<file path="src/rtl/iomem_pkg.sv">
// iomem_pkg: shared state encoding, default window constants and strobe helper
// for the iomem program loader.
package iomem_pkg;
  typedef enum logic [2:0] {S_IDLE, S_COLLECT, S_WRITE, S_DONE, S_ERROR} state_t;
  localparam logic [31:0] DEF_BASE_ADDR = 32'h4000_0000;
  localparam logic [31:0] DEF_ADDR_MASK = 32'h000f_ffff;
  localparam int DEF_TIMEOUT_CYCLES = 64;
  // Lane count modulo 4: a wrapped count of 0 means a full word.
  function automatic logic [3:0] wstrb_from_count(input logic [1:0] n);
    return n == 2'd1 ? 4'b0001 : n == 2'd2 ? 4'b0011 : n == 2'd3 ? 4'b0111 : 4'b1111;
  endfunction
endpackage

</file>
<file path="src/rtl/iomem_word_packer.sv">
// iomem_word_packer: assembles little-endian 32-bit words from a byte stream
// and derives the write strobes for the held word.
module iomem_word_packer
  import iomem_pkg::*;
(
  input  logic        clk_used,
  input  logic        rst_n,
  input  logic        i_clear,
  input  logic        i_accept,
  input  logic        i_last,
  input  logic [7:0]  i_byte,
  output logic [31:0] o_word,
  output logic [3:0]  o_strb,
  output logic        o_word_done
);
  logic [31:0] r_data;
  logic [1:0]  r_lane;
  always_ff @(posedge clk_used) begin
    if (!rst_n || i_clear) begin
      r_data <= '0;
      r_lane <= '0;
    end else if (i_accept) begin
      r_data[{r_lane, 3'b000} +: 8] <= i_byte;
      r_lane <= r_lane + 2'd1;
    end
  end
  assign o_word      = r_data;
  assign o_strb      = wstrb_from_count(r_lane);
  assign o_word_done = i_accept && (r_lane == 2'd3 || i_last);
endmodule

</file>
<file path="src/rtl/iomem_prog_loader.sv">
// iomem_prog_loader: packs a byte stream into words and writes them to
// consecutive iomem addresses, tracking checksum, word count and bus timeout.
module iomem_prog_loader
  import iomem_pkg::*;
#(
  parameter logic [31:0] BASE_ADDR      = DEF_BASE_ADDR,
  parameter logic [31:0] ADDR_MASK      = DEF_ADDR_MASK,
  parameter int          TIMEOUT_CYCLES = DEF_TIMEOUT_CYCLES
) (
  input  logic        clk_used,
  input  logic        rst_n,
  input  logic        start_i,
  input  logic [20:0] length_i,
  input  logic        byte_valid_i,
  input  logic [7:0]  byte_data_i,
  output logic        byte_ready_o,
  output logic        iomem_valid_o,
  input  logic        iomem_ready_i,
  output logic [3:0]  iomem_wstrb_o,
  output logic [31:0] iomem_addr_o,
  output logic [31:0] iomem_wdata_o,
  output logic        busy_o,
  output logic        done_o,
  output logic        error_o,
  output logic [31:0] checksum_o,
  output logic [18:0] words_written_o
);
  localparam int TMO_W = $clog2(TIMEOUT_CYCLES + 1);
  localparam logic [32:0] MAX_LEN = {1'b0, ADDR_MASK} + 33'd1;
  state_t      r_state;
  logic [20:0] r_remaining;
  logic        r_valid;
  logic [31:0] r_addr, r_wdata, r_checksum;
  logic [3:0]  r_wstrb;
  logic [18:0] r_words;
  logic [TMO_W-1:0] r_tmo;
  logic        w_busy, w_start_ok, w_accept, w_complete, w_word_done;
  logic [31:0] w_word;
  logic [3:0]  w_strb;
  assign w_busy     = r_state == S_COLLECT || r_state == S_WRITE;
  assign w_start_ok = start_i && !w_busy;
  assign w_accept   = r_state == S_COLLECT && byte_valid_i;
  assign w_complete = r_state == S_WRITE && r_valid && iomem_ready_i;
  iomem_word_packer u_packer (
    .clk_used    (clk_used),
    .rst_n       (rst_n),
    .i_clear     (w_start_ok || w_complete),
    .i_accept    (w_accept),
    .i_last      (r_remaining == 21'd1),
    .i_byte      (byte_data_i),
    .o_word      (w_word),
    .o_strb      (w_strb),
    .o_word_done (w_word_done)
  );
  always_ff @(posedge clk_used) begin
    if (!rst_n) begin
      r_state     <= S_IDLE;
      r_remaining <= '0;
      r_valid     <= 1'b0;
      r_addr      <= '0;
      r_wdata     <= '0;
      r_wstrb     <= '0;
      r_checksum  <= '0;
      r_words     <= '0;
      r_tmo       <= '0;
    end else begin
      case (r_state)
        S_IDLE, S_DONE, S_ERROR: if (start_i) begin
          r_checksum  <= '0;
          r_words     <= '0;
          r_remaining <= length_i;
          r_state     <= length_i == 21'd0 ? S_DONE :
                         {12'd0, length_i} > MAX_LEN ? S_ERROR : S_COLLECT;
        end
        S_COLLECT: if (w_accept) begin
          r_remaining <= r_remaining - 21'd1;
          if (w_word_done) begin
            r_state <= S_WRITE;
            r_tmo   <= '0;
          end
        end
        S_WRITE: begin
          // Request launches one cycle after entry; ready beats the timeout.
          if (!r_valid) begin
            r_valid <= 1'b1;
            r_addr  <= BASE_ADDR + {11'd0, r_words, 2'b00};
            r_wdata <= w_word;
            r_wstrb <= w_strb;
          end else if (iomem_ready_i) begin
            r_valid    <= 1'b0;
            r_checksum <= r_checksum + r_wdata;
            r_words    <= r_words + 19'd1;
            r_state    <= r_remaining == 21'd0 ? S_DONE : S_COLLECT;
          end else if (r_tmo == TMO_W'(TIMEOUT_CYCLES - 1)) begin
            r_valid <= 1'b0;
            r_state <= S_ERROR;
          end else begin
            r_tmo <= r_tmo + 1'b1;
          end
        end
        default: r_state <= S_IDLE;
      endcase
    end
  end
  assign byte_ready_o    = r_state == S_COLLECT;
  assign busy_o          = w_busy;
  assign done_o          = r_state == S_DONE;
  assign error_o         = r_state == S_ERROR;
  assign iomem_valid_o   = r_valid;
  assign iomem_addr_o    = r_addr;
  assign iomem_wdata_o   = r_wdata;
  assign iomem_wstrb_o   = r_wstrb;
  assign checksum_o      = r_checksum;
  assign words_written_o = r_words;
endmodule

</file>
<file path="config.mk">
export PLATFORM = sky130hd
export DESIGN_NAME = iomem_prog_loader
export DESIGN_NICKNAME = d
export VERILOG_FILES = /design/src/rtl/iomem_pkg.sv /design/src/rtl/iomem_word_packer.sv /design/src/rtl/iomem_prog_loader.sv
export SDC_FILE = /design/constraint.sdc
export NUM_CORES = 1
export LEC_CHECK = 0
export ABC_AREA = 1
export BUFFER_PORTS_ARGS = -buffer_cell sky130_fd_sc_hd__buf_2
export CORE_MARGIN = 2
export CORE_UTILIZATION = 59
export CTS_BUF_LIST = sky130_fd_sc_hd__clkbuf_4
export DETAILED_ROUTE_END_ITERATION = 10
export PLACE_DENSITY = 0.93
export SLEW_MARGIN = 40
export SYNTH_ARGS = -nofsm -noshare
export SYNTH_HDL_FRONTEND = slang
export SYNTH_SLANG_ARGS = --single-unit
</file>
<file path="constraint.sdc">
create_clock -name clk_used -period 2.7 [get_ports clk_used]
set_input_delay 0.135 -clock clk_used [delete_from_list [all_inputs] [get_ports clk_used]]
set_output_delay 0.135 -clock clk_used [all_outputs]
set_load 0.1 [all_outputs]
</file>
==> flow_summary_export.csv, run 1 <==
group,metric,value,unit
synthesis,synthTopCellsByCount,"nand2_1, inv_1, dfxtp_1",
final_layout,fillers,1361,
grt,grt_pass1_wl,48.3,mm
place,io_buffers,145,
synthesis,ys_types,43,
critical_path,ff2ff_path_depth,5,
clocking,ctsResizeCount,0,
clocking,cts_buffer_depth,2,
timing,setup_tns,0,ns
critical_path,cp_max_fo,12,
critical_path,critPathRequiredTime,2.57,ns
clocking,cts_setup_buffers,0,
route,routed_via_density,5.57,
die,die_y,135,um
route,wl,29.6,mm
critical_path,cp-start-kind,"flop",
timing,slew_violations,0,
power,irDropWorstVdd,0.515,mV
timing,skew,0.0236,ns
synthesis,synth_top_flop_cell,"dfxtp_1",
final_layout,layout.nets,1796,
grt,gr-total-overflow,0,
synthesis,netlist_area,10100,um2
place,placed_area,10900,um2
final_layout,syn_to_final_growth,14.4,%
critical_path,worst_ep_arrival_time,2.33,ns
final_layout,drive_gt1_share,12.1,%
grt,gr-usage-all-layers,33.0,%
synthesis,netlist_instances,1567,
die,std_cell_rows,47,
status,status,"finished clean",
clocking,postCtsHoldBufs,31,
timing,hold_viol,0,
synthesis,synth.most_common_cell,"nand2_1",
timing,rsz0062_at_grt,"no",
timing,fin_crit,2.46,ns
clocking,cts_buffers,17,
clocking,clock_latency,0.57,ns
die,core_area,16600,um2
synthesis,synth_seq_cells,172,
timing,finalCritPeriodShare,91.2,%
place,dp_hpwl,21.7,mm
clocking,cts_sinks,172,
synthesis,async_reset_ff_share,0,%
grt,grt_pass1_vias,9951,
die,initial_core_util,60.4,%
min_path,hold_depth,3,
synthesis,synth_edf_count,0,
clocking,cts_htree_levels,4,
synthesis,synth_top_area_share,34.2,%
clocking,root_buffer,"clkbuf_4",
synthesis,ys_seq_area_share,34.2,%
critical_path,cpLargestDelayFamily,"buffers and inverters",
timing,tightestPinTransition,0.728,ns
grt,antenna_found_initial,1,
timing,max_slew_margin,51.4,%
critical_path,crit_chain,"inv_2, nor3_4, buf_4, inv_2, nand2_2, buf_2",
die,io_pins,158,
route,drt_iter0_drc,1142,
die,die_x,135,um
critical_path,endpoint_kind,"output pin",
timing,whs,0.0667,ns
critical_path,cpPeakStageDelay,0.46,ns
run,maxCapViolCount,0,
timing,setup_viol,0,
route,route.detailed.drc,0,
synthesis,syn_avg_cell_area,6.42,um2
route,first_pass_iters,5,
grt,grt_max_degree,65,
synthesis,yosys_warnings,0,
power,power_density,583,nW/um2
critical_path,cp.depth,6,
critical_path,crit_top_cell,"inv_2",
die,die-area,18100,um2
timing,max_freq,406,MHz
synthesis,synth_area_leader_cell,"dfxtp_1",
critical_path,cpMaxStageDelayCell,"buf_2",
route,wl_per_cell,15.1,um
power,p_leak,5.61,nW
critical_path,critPathKind,"flop to output pin",
min_path,hold_path.class,"primary input to flop",
clocking,path_clk_slew,0.15,ns
place,gp_congestion,0.989,
route,antenna_left,0,
route,num_vias,10900,
clocking,cts_tree,"built",
synthesis,ys_top_cells_by_area,"dfxtp_1, nand2_1, inv_1",
critical_path,path_buf_inv,4,
final_layout,final_cell_area,11500,um2
## metal layers
layer / global-route usage [%] / vias to the layer above / wire length, um
li1: - / 5347 / -
met1: 41.6 / 4846 / 12200
met2: 54.6 / 575 / 13600
met3: 5.97 / 110 / 2500
met4: 16.1 / 0 / 1320
met5: 0 / - / 0
## worst paths after layout
| check | to | from | slack (ns) |
|---|---|---|---|
| hold / removal | words_written_o[11] | rst_n | 0.07 |
| setup reg to reg | u_packer.o_word[25] | u_packer.r_lane[0] | 0.27 |
| setup / recovery | busy_o | r_state[1] | 0.24 |
| hold reg to reg | iomem_wdata_o[9] | u_packer.o_word[9] | 0.47 |
## metrics by stage
step / std cells / worst slack (ns) / total power, mW / utilization [%]
after detailed placement: 1890 / 0.395 / 5.17 / 65.6
final: 1954 / 0.237 / 6.71 / 69.2
after global placement: 1890 / 0.498 / 5.12 / 65.6
after CTS: 1952 / 0.223 / 6.69 / 69.1
after global routing: 1953 / 0.0952 / 7.05 / 69.1
after floorplan: 1578 / 0.0900 / 4.73 / -
## worst register-to-register path, delay by kind of cell, from the launching register on
family | cells | cell delay (ns)
buffers and inverters | 1 | 0.31
DFF | 1 | 0.57
adders and majority gates | 1 | 0.51
and+or+nand+nor | 1 | 0.54
AOI/OAI and AO/OA | 2 | 0.43
## power by group
group / leakage (nW) / switching (mW) / total [mW] / internal [mW]
combinational: 4.08 / 1.79 / 2.32 / 0.536
sequential: 1.39 / 0.176 / 2.89 / 2.71
clock: 0.144 / 1.01 / 1.50 / 0.492
total: 5.61 / 2.97 / 6.71 / 3.74
## cell type report
type / instances / area [um2] / area share (%)
well taps: 220 / 275 / 2.39
inverters: 244 / 916 / 7.96
clock buffers: 17 / 128 / 1.11
flip-flops and latches: 172 / 3440 / 29.9
multi-input cells: 1096 / 5430 / 47.2
diodes: 2 / 5.00 / 0.0435
clock inverters: 14 / 153 / 1.33
repair buffers: 189 / 1160 / 10.1
## layout by cell type, fill, tap and decap left out, drive strengths merged
cell type | netlist | layout
dfxtp | 172 | 172
a31oi | 17 | 17
fa | 1 | 1
nand3 | 82 | 82
nor4 | 1 | 1
nor3 | 27 | 27
a21o | 1 | 1
o21a | 1 | 1
o21bai | 3 | 3
o211a | 1 | 1
conb | 1 | 12
a21boi | 8 | 8
o2111ai | 1 | 1
clkinv | 1 | 3
nand3b | 6 | 6
ha | 41 | 41
o21ai | 103 | 103
xnor2 | 2 | 2
or2 | 4 | 4
a211oi | 26 | 26
dlygate4sd3 | 0 | 31
clkinvlp | 0 | 3
diode | 0 | 2
xor2 | 13 | 13
nand2 | 411 | 411
nor3b | 2 | 2
bufinv | 0 | 1
nand4 | 27 | 27
buf | 25 | 158
a21oi | 164 | 164
nor2 | 133 | 133
o22ai | 4 | 4
inv | 243 | 251
clkbuf | 41 | 17
o211ai | 5 | 5
## sequential cells by signal (all words and copies together), names as in the netlist
signal	count
r_remaining	21
r_state	3
checksum_o	32
iomem_valid_o	1
u_packer.r_lane	2
iomem_wdata_o	32
r_tmo	7
u_packer.o_word	32
iomem_addr_o	19
iomem_wstrb_o	4
words_written_o	19
## cells by family after synthesis
| kind of cell | Yosys count | synth area share, % |
|---|---|---|
| other | 1 | 0.0373 |
| XOR/XNOR | 15 | 1.31 |
| buffers and inverters | 310 | 12.2 |
| flip-flops | 172 | 34.2 |
| adder cells (fa/ha/maj) | 42 | 5.30 |
| AND/OR/NAND/NOR | 693 | 28.8 |
| AO/OA/AOI/OAI | 334 | 18.1 |
No activity file was read; power rests on OpenSTA's default activity.
==> inputs of run 2 (changes only) <==
==> constraint.sdc (replaced) <==
create_clock -name clk_used -period 2.7 [get_ports clk_used]
set_input_delay 0.27 -clock clk_used [delete_from_list [all_inputs] [get_ports clk_used]]
set_output_delay 0.27 -clock clk_used [all_outputs]
set_load 0.1 [all_outputs]
==> run 2 against run 1 <==
Net effect:
- count of clock-buffer cells in the layout unchanged
- die area did not move
- via count fell by 1.7%
- sequential share of layout area rose by 0.37 points
- critical path depth is 2 lower
- register-to-register slack improved by 0.10 ns
- clock power rose by 6%
- sequential power barely moved
- setup slack improved by 0.13 ns
- hold slack worse by 0.042 ns
- largest power group unchanged
- highest routed layer unchanged
==> flow_summary_export.csv, run 2 (synthesized netlist as in run 1, its figures left out) <==
group,metric,value,unit
timing,fin_crit,2.34,ns
critical_path,critPathLaunch,"r_state[0]",
die,die-area,18100,um2
timing,setup_viol,0,
timing,skew,0.0214,ns
route,route.detailed.drc,0,
timing,max_freq,428,MHz
power,irDropWorstVdd,0.453,mV
timing,fin_ws,0.363,ns
timing,finalCritPeriodShare,86.5,%
place,preCtsSetupSlack,0.461,ns
final_layout,fin_cells,1936,
route,drt_iter0_drc,843,
run,maxCapViolCount,0,
final_layout,drive_gt1_share,12.4,%
grt,antenna_found_initial,1,
final_layout,final_cell_area,11400,um2
critical_path,critPathKind,"flop to output pin",
critical_path,r2r_end,"u_packer.o_word[6]",
clocking,cts_buffers,17,
place,io_buffers,145,
critical_path,critPathRequiredTime,2.43,ns
grt,grt_pass1_vias,9583,
clocking,ctsResizeCount,0,
die,std_cell_rows,47,
die,die_x,135,um
die,core_area,16600,um2
clocking,clock_latency,0.60,ns
place,placed_area,10900,um2
timing,setup_tns,0,ns
critical_path,cpPeakStageDelay,0.48,ns
power,power_density,596,nW/um2
final_layout,layout_common_cells,"nand2_1, inv_1, dfxtp_1, a21oi_1, buf_2",
critical_path,ff2ff_path_depth,9,
critical_path,worst_ep_arrival_time,2.07,ns
grt,gr-usage-all-layers,31.5,%
timing,rsz0062_at_grt,"no",
die,io_pins,158,
clocking,cts_htree_levels,4,
critical_path,endpoint,"byte_ready_o",
clocking,postCtsHoldBufs,12,
clocking,cts_setup_buffers,0,
critical_path,endpoint_kind,"output pin",
critical_path,cpMaxStageDelayCell,"buf_2",
clocking,cts_buffer_depth,2,
die,initial_core_util,60.4,%
route,wl_per_cell,14.8,um
final_layout,layout.nets,1778,
critical_path,cp_max_fo,22,
clocking,root_buffer,"clkbuf_4",
final_layout,final_common_cell,"nand2_1",
grt,grt_pass1_wl,46.1,mm
critical_path,cpLargestDelayFamily,"buffers and inverters",
critical_path,crit_chain,"nand2_1, nor2_2, buf_4, buf_2",
timing,tightestPinTransition,0.771,ns
route,num_vias,10700,
clocking,cts_tree,"built",
clocking,path_clk_slew,0.15,ns
critical_path,cp.depth,4,
status,status,"finished clean",
place,dp_hpwl,21.4,mm
clocking,cts_sinks,172,
route,first_pass_iters,7,
grt,gr-total-overflow,0,
critical_path,timing.reg2reg.setup_slack,0.37,ns
place,dp_cells,1891,
place,gp_congestion,0.934,
final_layout,syn_to_final_growth,13.0,%
min_path,hold_path.class,"primary input to flop",
power,p_leak,5.56,nW
route,routed_via_density,5.52,
grt,grt_max_degree,65,
timing,hold_viol,0,
critical_path,cp-start-kind,"flop",
critical_path,reg2reg_from,"u_packer.r_lane[0]",
timing,slew_violations,0,
timing,max_slew_margin,48.6,%
route,antenna_left,0,
critical_path,path_buf_inv,2,
die,die_y,135,um
route,wl,28.6,mm
run 2: changes by cell type in the layout (fill, tap and decap cells not counted):
cell,delta
clkinv_2,+1
dlygate4sd3_1,-19
inv_6,-1
diode_2,-1
buf_2,-1
buf_4,+1
buf_12,+1
bufinv_16,+1
clkinv_4,+2
clkinv_8,+1
inv_8,-2
clkinvlp_4,-1
run 2: worst min path at each step:
stage	cells after the start	to	start
2_1_floorplan	2	r_tmo[6]	r_tmo[6]
3_3_place_gp	2	iomem_wdata_o[4]	u_packer.o_word[4]
3_5_place_dp	2	iomem_wdata_o[4]	u_packer.o_word[4]
4_1_cts	5	r_remaining[14]	length_i[14]
5_1_grt	3	u_packer.o_word[3]	byte_data_i[3]
6_report	5	r_remaining[14]	length_i[14]
run 2: cell type report:
class / count / area, um2
timing repair buffer: 171 / 991
sequential: 172 / 3440
antenna: 1 / 2.50
tap: 220 / 275
clock buffer: 17 / 128
fill: 1421 / 5270
multi-input combinational: 1096 / 5430
inverter: 244 / 916
clock inverter: 15 / 183
run 2: power breakdown:
group	switching [mW]	internal, mW
logic	1.77	0.526
clock network	1.01	0.582
registers	0.174	2.71
run 2: stage by stage:
step | hold WS, ns | utilization, % | power (mW)
floorplan | 0.424 | - | 4.73
global placement | 0.437 | 65.7 | 5.14
detailed placement | 0.444 | 65.7 | 5.17
CTS | 0.00128 | 68.3 | 6.75
global route | 0.0218 | 68.3 | 7.08
finish | 0.0247 | 68.3 | 6.77
run 2: routing by layer:
layer	up-vias	global-route usage (%)	routed length, um
met4	0	14.3	1060
met2	505	51.7	13000
met3	82	5.97	2420
met5	-	0	0
met1	4790	40.3	12100
li1	5315	-	-
run 2: tightest hold or removal path: stages:
cell	delay [ns]
buf_2	0.11
nand2_1	0.06
nand2_1	0.05
nand2_1	0.05
a21oi_1	0.05
